--- src/rtl/multicycle_sequencer.sv ---
// Multi-cycle control sequencer for the 16-bit datapath.
// Steps each instruction through fetch, decode, execute and an optional
// memory phase. It also enforces a bounded wait on the memory handshake.
//
// state      | meaning
// -----------+---------------------------------------------------------------
// FETCH_ADDR | idle/first fetch cycle; load MAR from PC when run=1
// FETCH_MEM  | instruction read in flight; load IR and PC+1 on mem_ready
// DECODE     | latch the opcode from IR
// EXEC       | drive ALU/branch controls, or set up the data address
// MEM        | data read (LOAD) or write (STORE) in flight
// HALT       | stopped by a HALT opcode or a bus timeout; left only by reset
module multicycle_sequencer #(
  parameter int OPCODE_W    = 4,
  parameter int ALU_FUNC_W  = 4,
  parameter int MEM_TIMEOUT = 15
) (
  input  logic                  clk,
  input  logic                  reset,
  input  logic                  run,
  input  logic [OPCODE_W-1:0]   ir_opcode,
  input  logic                  flag_z,
  input  logic                  mem_ready,
  output logic                  ir_en,
  output logic                  pc_en,
  output logic                  pc_sel,
  output logic                  mar_en,
  output logic                  mar_sel,
  output logic                  immed_sel,
  output logic [ALU_FUNC_W-1:0] alu_func,
  output logic                  w_en,
  output logic                  mem_sel,
  output logic                  flag_en,
  output logic                  mem_en,
  output logic                  rw,
  output logic                  halted,
  output logic                  illegal,
  output logic                  bus_err
);

  localparam int CNT_W = $clog2(MEM_TIMEOUT + 1);

  localparam logic [OPCODE_W-1:0] OP_ADD   = OPCODE_W'(4'h1);
  localparam logic [OPCODE_W-1:0] OP_SUB   = OPCODE_W'(4'h2);
  localparam logic [OPCODE_W-1:0] OP_AND   = OPCODE_W'(4'h3);
  localparam logic [OPCODE_W-1:0] OP_OR    = OPCODE_W'(4'h4);
  localparam logic [OPCODE_W-1:0] OP_XOR   = OPCODE_W'(4'h5);
  localparam logic [OPCODE_W-1:0] OP_SHL   = OPCODE_W'(4'h6);
  localparam logic [OPCODE_W-1:0] OP_SHR   = OPCODE_W'(4'h7);
  localparam logic [OPCODE_W-1:0] OP_ADDI  = OPCODE_W'(4'h8);
  localparam logic [OPCODE_W-1:0] OP_LOAD  = OPCODE_W'(4'h9);
  localparam logic [OPCODE_W-1:0] OP_STORE = OPCODE_W'(4'hA);
  localparam logic [OPCODE_W-1:0] OP_BRZ   = OPCODE_W'(4'hB);
  localparam logic [OPCODE_W-1:0] OP_JMP   = OPCODE_W'(4'hC);
  localparam logic [OPCODE_W-1:0] OP_ILL_D = OPCODE_W'(4'hD);
  localparam logic [OPCODE_W-1:0] OP_ILL_E = OPCODE_W'(4'hE);
  localparam logic [OPCODE_W-1:0] OP_HALT  = OPCODE_W'(4'hF);

  typedef enum logic [2:0] {
    S_FETCH_ADDR,
    S_FETCH_MEM,
    S_DECODE,
    S_EXEC,
    S_MEM,
    S_HALT
  } state_t;

  state_t              state_q, state_d;
  logic [OPCODE_W-1:0] opcode_q, opcode_d;
  logic [CNT_W-1:0]    cnt_q, cnt_d;
  logic                bus_err_q, bus_err_d;
  logic                waiting;
  logic                timeout;

  assign waiting = (state_q == S_FETCH_MEM) || (state_q == S_MEM);
  // The wait on cycle MEM_TIMEOUT still accepts a ready; only a miss there times out.
  assign timeout = waiting && !mem_ready && (cnt_q == CNT_W'(MEM_TIMEOUT));

  // Next-state, wait counter and control decode; outputs are forced low while reset is held.
  always_comb begin
    state_d   = state_q;
    opcode_d  = opcode_q;
    bus_err_d = bus_err_q;
    cnt_d     = (waiting && !mem_ready && !timeout) ? cnt_q + CNT_W'(1) : '0;
    ir_en     = 1'b0;
    pc_en     = 1'b0;
    pc_sel    = 1'b0;
    mar_en    = 1'b0;
    mar_sel   = 1'b0;
    immed_sel = 1'b0;
    alu_func  = '0;
    w_en      = 1'b0;
    mem_sel   = 1'b0;
    flag_en   = 1'b0;
    mem_en    = 1'b0;
    rw        = 1'b0;
    halted    = 1'b0;
    illegal   = 1'b0;
    unique case (state_q)
      S_FETCH_ADDR: begin
        if (run) begin
          mar_en  = 1'b1;
          mar_sel = 1'b1;
          state_d = S_FETCH_MEM;
        end
      end
      S_FETCH_MEM: begin
        mem_en = 1'b1;
        if (mem_ready) begin
          ir_en   = 1'b1;
          pc_en   = 1'b1;
          pc_sel  = 1'b1;
          state_d = S_DECODE;
        end else if (timeout) begin
          bus_err_d = 1'b1;
          state_d   = S_HALT;
        end
      end
      S_DECODE: begin
        opcode_d = ir_opcode;
        state_d  = S_EXEC;
      end
      S_EXEC: begin
        state_d = S_FETCH_ADDR;
        case (opcode_q)
          OP_ADD, OP_SUB, OP_AND, OP_OR, OP_XOR, OP_SHL, OP_SHR: begin
            w_en     = 1'b1;
            flag_en  = 1'b1;
            alu_func = ALU_FUNC_W'(opcode_q - OP_ADD);
          end
          OP_ADDI: begin
            w_en      = 1'b1;
            flag_en   = 1'b1;
            immed_sel = 1'b1;
          end
          OP_LOAD, OP_STORE: begin
            mar_en    = 1'b1;
            immed_sel = 1'b1;
            state_d   = S_MEM;
          end
          OP_BRZ: begin
            pc_en     = flag_z;
            immed_sel = 1'b1;
          end
          OP_JMP: begin
            pc_en     = 1'b1;
            immed_sel = 1'b1;
          end
          OP_HALT:            state_d = S_HALT;
          OP_ILL_D, OP_ILL_E: illegal = 1'b1;
          default:            ;
        endcase
      end
      S_MEM: begin
        mem_en = 1'b1;
        rw     = (opcode_q == OP_STORE);
        if (mem_ready) begin
          if (opcode_q == OP_LOAD) begin
            w_en    = 1'b1;
            mem_sel = 1'b1;
          end
          state_d = S_FETCH_ADDR;
        end else if (timeout) begin
          bus_err_d = 1'b1;
          state_d   = S_HALT;
        end
      end
      S_HALT:  halted = 1'b1;
      default: state_d = S_FETCH_ADDR;
    endcase
    // run is live in FETCH_ADDR, so gating keeps everything quiet during reset.
    if (!reset) begin
      ir_en     = 1'b0;
      pc_en     = 1'b0;
      pc_sel    = 1'b0;
      mar_en    = 1'b0;
      mar_sel   = 1'b0;
      immed_sel = 1'b0;
      alu_func  = '0;
      w_en      = 1'b0;
      mem_sel   = 1'b0;
      flag_en   = 1'b0;
      mem_en    = 1'b0;
      rw        = 1'b0;
      halted    = 1'b0;
      illegal   = 1'b0;
    end
  end

  assign bus_err = bus_err_q;

  // State, opcode latch, wait counter and sticky bus error.
  always_ff @(posedge clk or negedge reset) begin
    if (!reset) begin
      state_q   <= S_FETCH_ADDR;
      opcode_q  <= '0;
      cnt_q     <= '0;
      bus_err_q <= 1'b0;
    end else begin
      state_q   <= state_d;
      opcode_q  <= opcode_d;
      cnt_q     <= cnt_d;
      bus_err_q <= bus_err_d;
    end
  end

endmodule

--- config.mk ---
export PLATFORM = sky130hd
export DESIGN_NAME = multicycle_sequencer
export DESIGN_NICKNAME = d
export VERILOG_FILES = /design/src/rtl/multicycle_sequencer.sv
export SDC_FILE = /design/constraint.sdc
export NUM_CORES = 1
export LEC_CHECK = 0
export ABC_CLOCK_PERIOD_IN_PS = 1400
export CAP_MARGIN = 0
export CORE_MARGIN = 10
export CORE_UTILIZATION = 41
export CTS_BUF_LIST = sky130_fd_sc_hd__clkbuf_8 sky130_fd_sc_hd__clkbuf_16
export CTS_CLUSTER_SIZE = 30
export DETAILED_ROUTE_END_ITERATION = 7
export PLACE_DENSITY = 0.77
export SKIP_LAST_GASP = 1
export SLEW_MARGIN = 20
export SYNTH_ARGS = -nofsm -noshare
export SYNTH_HDL_FRONTEND = slang
export SYNTH_SLANG_ARGS = --single-unit
--- constraint.sdc ---
create_clock -name clk -period 1.4 [get_ports clk]
set_input_delay 0.14 -clock clk [delete_from_list [all_inputs] [get_ports clk]]
set_output_delay 0.14 -clock clk [all_outputs]
set_load 0.01 [all_outputs]
== Word-level counts from Yosys, hierarchy flattened ==
Index checks and enable logic that the tools add are counted.

* Register bits after elaboration: 12
* Input bits: 9

* Add/sub/neg operators: 2
* Eq/ne operators: 22
* Bitwise operators: 2
* Reduce and logical (&&, ||, !) cells: 15
* Muxes and demuxes: 43

{| class="wikitable"
|+ Operator list
! operator !! number
|-
| $eq A4 B4 Y1 const B || 9
|-
| $mux W1 || 29
|-
| $pmux W3 S6 || 1
|-
| $eq A4 B3 Y1 const B || 4
|-
| $mux W4 || 4
|-
| $mux W3 || 4
|-
| $eq A4 B2 Y1 const B || 2
|-
| $pmux W1 S2 || 4
|-
| $reduce_or A8 Y1 || 1
|-
| $reduce_or A7 Y1 || 1
|-
| $eq A3 B2 Y1 const B || 2
|-
| $eq A3 B3 Y1 const B || 2
|-
| $pmux W3 S2 || 1
|-
| $reduce_or A2 Y1 || 3
|-
| $reduce_or A5 Y1 || 1
|-
| $add A4 B1 Y4 const B || 1
|-
| $eq A4 B1 Y1 const B || 1
|-
| $sub A4 B1 Y4 const B || 1
|-
| $eq A3 B1 Y1 const B || 1
|-
| $logic_and A1 B1 Y1 || 3
|-
| $logic_not A3 Y1 || 1
|-
| $reduce_and A3 Y1 || 1
|-
| $logic_not A1 Y1 || 2
|-
| $ne A2 B2 Y1 const B || 1
|-
| 3 further kinds || 4
|}

== Longest topological paths before layout ==
* Word-level depth: 7
* Gate-level depth with buffers: 6
* Mapped depth without buffers: 6

== Worst setup path after synthesis ==
Ideal clock, no wire load.

* Path type: register to output
* From: reg opcode_q[0]
* To: out w_en
* Path slack: -245 ps
* Arrival: 1505 ps
* Data required time: 1260 ps
* Cell stages (with the launch flop): 6
* Path buffers: 0
* Path through: dfrtp_1 inv_1 ha_1 nor3_1 a221oi_1 or2_2

* Word-level cells in the longest chain between the ends: 5
* Elaborated cells on any way between the ends: 15

{| class="wikitable"
|+ RTL lines
! item !! RTL line !! source
|-
| from (decl) || 69 || <nowiki>logic [OPCODE_W-1:0] opcode_q, opcode_d;</nowiki>
|-
| from (signal assigned) || 201 || <nowiki>opcode_q <= opcode_d;</nowiki>
|-
| $eq A4 B4 Y1 (tied with other cells) || 125 || <nowiki>case (opcode_q)</nowiki>
|-
| $reduce_or A8 Y1 (no line) / $mux W1 (equally long branches) || - ||
|-
| $mux W1 (on tied branches) || 125, 157 ||
|-
| $pmux W1 S2 * || 99 || <nowiki>unique case (state_q)</nowiki>
|-
| $mux W1 * || 172 || <nowiki>if (!reset) begin</nowiki>
|-
| to (decl) || 31 || <nowiki>output logic w_en,</nowiki>
|}

Mark *: on every way between the ends. The rest lies on a longest branch, timed or not.

== Final worst setup path ==
Ends and elaborated chain as after synthesis.

==> impl_metrics.csv <==
group,metric,value,unit
run_status,run_status,"finished with violations",
run_status,failed_checks,"negative setup slack",
hold_path,hp-class,"in2async",
clock_network,cts_tree,"yes",
route,drt_iter0_markers,66,
setup_path,worstSetupPathType,"reg2out",
setup_path,timing.rr.end,"cnt_q[3]",
yosys,synth_nets,109,
setup_path,worstSetupStartpointType,"flop",
yosys,synthesis.area,870,um2
global_route,grt_first_pass_wirelength,5510,um
clock_network,clock_path_buffers,2,
die,ioPinCount,27,
die,die_w,66.1,um
placed_design,place_hpwl,1990,um
yosys,yosys-top-cells-area,"dfrtp_1 (35%), ha_1 (7.2%), mux2_2 (5.2%)",
yosys,synth_area_leader_cell,"dfrtp_1",
setup_path,crit_family,"flip-flops",
clock_network,postCtsHoldBufs,0,
route,drt_pre_antenna_iters,4,
yosys,synth_top_family_by_area,"simple AND/OR/NAND/NOR gates",
clock_network,clkLatencyLatePin,250,ps
cells_and_area,num_antenna_cells,0,
cells_and_area,layout_common_cells,"buf_4 (28), buf_6 (15), buf_2 (13)",
sta,max_slew_margin,77.5,%
clock_network,cts-root-buf,"clkbuf_8",
setup_path,timing.rr.start,"state_q[0]",
route,dr_total_vias,1062,
sta,fin_ws,-436,ps
setup_path,required,1260,ps
setup_path,end_kind,"output port",
global_route,grt_max_degree,14,
die,dieArea,4360,um2
global_route,grt-ovfl-total,0,
yosys,netlist.area_leader.share,34.5,%
die,die_h,66.1,um
clock_network,clkSinkCount,12,
power_and_ir_drop,irDropWorstVdd,1690,uV
setup_path,cp.buffers_inverters,2,
cells_and_area,drive_above_1_share,71.9,%
power_and_ir_drop,switching_share,42.3,%
setup_path,critPathSlowestCell,"dfrtp_2",
cells_and_area,post-route-util,90.0,%
die,core_area,1980,um2
yosys,synth_compound_area_share,11.2,%
power_and_ir_drop,p_per_area,2150,nW/um2
run,cap_viol_max_count,0,
yosys,syn_avg_cell_area,9.15,um2
sta,fin_skew,1.91,ps
setup_path,worst_r2r_path_depth,5,
route,wl,4070,um
sta,period_share,131,%
power_and_ir_drop,p_leak,0.831,nW
placed_design,globalplace.congestion,0.781,
route,drc,0,
setup_path,cp_max_fo,4,
yosys,synth_edf_count,0,
route,wl_per_cell,21.7,um
power_and_ir_drop,switchingPower,0.00162,W
sta,fin_tns_setup,-6040,ps
die,start_util,43.9,%
sta,fin_hold_ws,153,ps
setup_path,path_cells,"inv_2 > ha_1 > nand2b_1 > a221oi_2 > or2_4 > buf_6",
yosys,yosys.area_share.adder,7.19,%
clock_network,clk_pin_slew,60,ps
setup_path,critical-path-max-stage-delay,460,ps
sta,setup_viol,24,
setup_path,arrival,1700,ps
placed_design,port_buffers,26,
clock_network,htreeDepth,1,
yosys,async_flop_share,100,%
global_route,antenna_found_initial,0,
yosys,synth-simple-area-share,32.1,%
yosys,syn_inst,95,
setup_path,r2r_slack,-240,ps
power_and_ir_drop,clkPwrFrac,10.1,%
cells_and_area,nets,175,
cells_and_area,layout_commonest_cell,"buf_4",
cells_and_area,filler_cell_count,81,
clock_network,cts_made_buffers,3,
sta,max_freq,545,MHz
sta,drv_slew,0,
route,viasPerCell,5.68,
die,num_rows,16,
power_and_ir_drop,seq_power_share,19.1,%
power_and_ir_drop,internal-power,0.00221,W
sta,rsz0062_at_grt,"true",
global_route,grt_usage,15.8,%
yosys,muxShareOfSynthArea,5.18,%
sta,final_hold_viol_count,0,
global_route,grt_pass1_vias,1071,
power_and_ir_drop,totalPowerFinal,0.00383,W
yosys,synth-seq-cells,12,
yosys,synth_xor_area_share,3.02,%
cells_and_area,areaGrowthSynthToFinish,105,%
yosys,yosysWarnings,0,
yosys,synth_cell_type_count,39,
sta,worst_slew_pin_slew,335,ps
sta,post-route-min-period,1840,ps
yosys,yosys_most_used_dff,"dfrtp_1",
power_and_ir_drop,pwr-share-comb,70.7,%
yosys,yosysSeqAreaShare,34.5,%
route,final_antenna_net_count,0,
[synth_stat cells, types with 2 or more instances]
cell type and number:
a21oi_1 4, and3_1 2, buf_2 2, buf_4 2, dfrtp_1 12, ha_1 5, inv_1 5, mux2_2 4
nand2_1 4, nand2b_1 5, nand4_1 2, nor2_1 12, nor3_1 7, nor4b_1 2, xnor2_1 3
[layout make-up]
type | count | area [um2] | area share [%]
multi-input combinational | 72 | 797 | 44.7
timing repair buffer | 67 | 563 | 31.6
sequential | 12 | 308 | 17.3
clock buffer | 4 | 55.1 | 3.09
tap | 27 | 33.8 | 1.89
inverter | 5 | 26.3 | 1.47
[sequential cells by signal, summed over array words and instances, names as in the netlist]
signal and count:
cnt_q 4, opcode_q 4, state_q 3, bus_err 1
[stage by stage]
| stage | area [um2] | cells | worst slack, ps |
|---|---|---|---|
| floorplan | 902 | 95 | -140 |
| global placement | 1350 | 168 | -676 |
| detailed placement | 1350 | 168 | -719 |
| CTS | 1590 | 178 | -377 |
| global route | 1780 | 187 | -495 |
| finish | 1780 | 187 | -436 |
[worst max-delay path by stage]
stage                 from     endpoint  slack [ps]  depth (start not counted)
5_1_grt        opcode_q[1]         w_en        -490                          7
3_5_place_dp         reset  alu_func[3]        -720                          5
4_1_cts        opcode_q[1]  alu_func[0]        -380                          7
3_3_place_gp         reset  alu_func[3]        -680                          5
6_report       opcode_q[0]         w_en        -440                          6
2_1_floorplan  opcode_q[0]         w_en        -140                          5
[power groups by stage]
stage | registers, W | logic [W] | clock network [W]
floorplan | 0.000559 | 0.000895 | 0
finish | 0.000733 | 0.00271 | 0.000389
detailed placement | 0.000615 | 0.00152 | 0
global route | 0.000750 | 0.00285 | 0.000414
global placement | 0.000607 | 0.00146 | 0
CTS | 0.000676 | 0.00208 | 0.000382
[kinds of logic after synthesis]
logic type,after synthesis
flip-flops,12
multiplexers,4
AO/OA/AOI/OAI,13
adder cells (fa/ha/maj),5
AND/OR/NAND/NOR,47
XOR/XNOR,3
buffers and inverters,11
[timing repair]
item / CTS / global route
setup endpoints to repair: 28 / 28
resized for setup: 119 / 34
buffers inserted: 8 / 12
pin swaps: 15 / 13
[routing by layer]
layer	vias up	GRT usage (%)	part of all wire (%)
li1	463	-	-
met1	515	16.2	35
met2	58	28.5	51
met3	26	5.59	7.0
met4	0	6.02	6.5
met5	-	0	0
(Power assumes the default switching activity.)
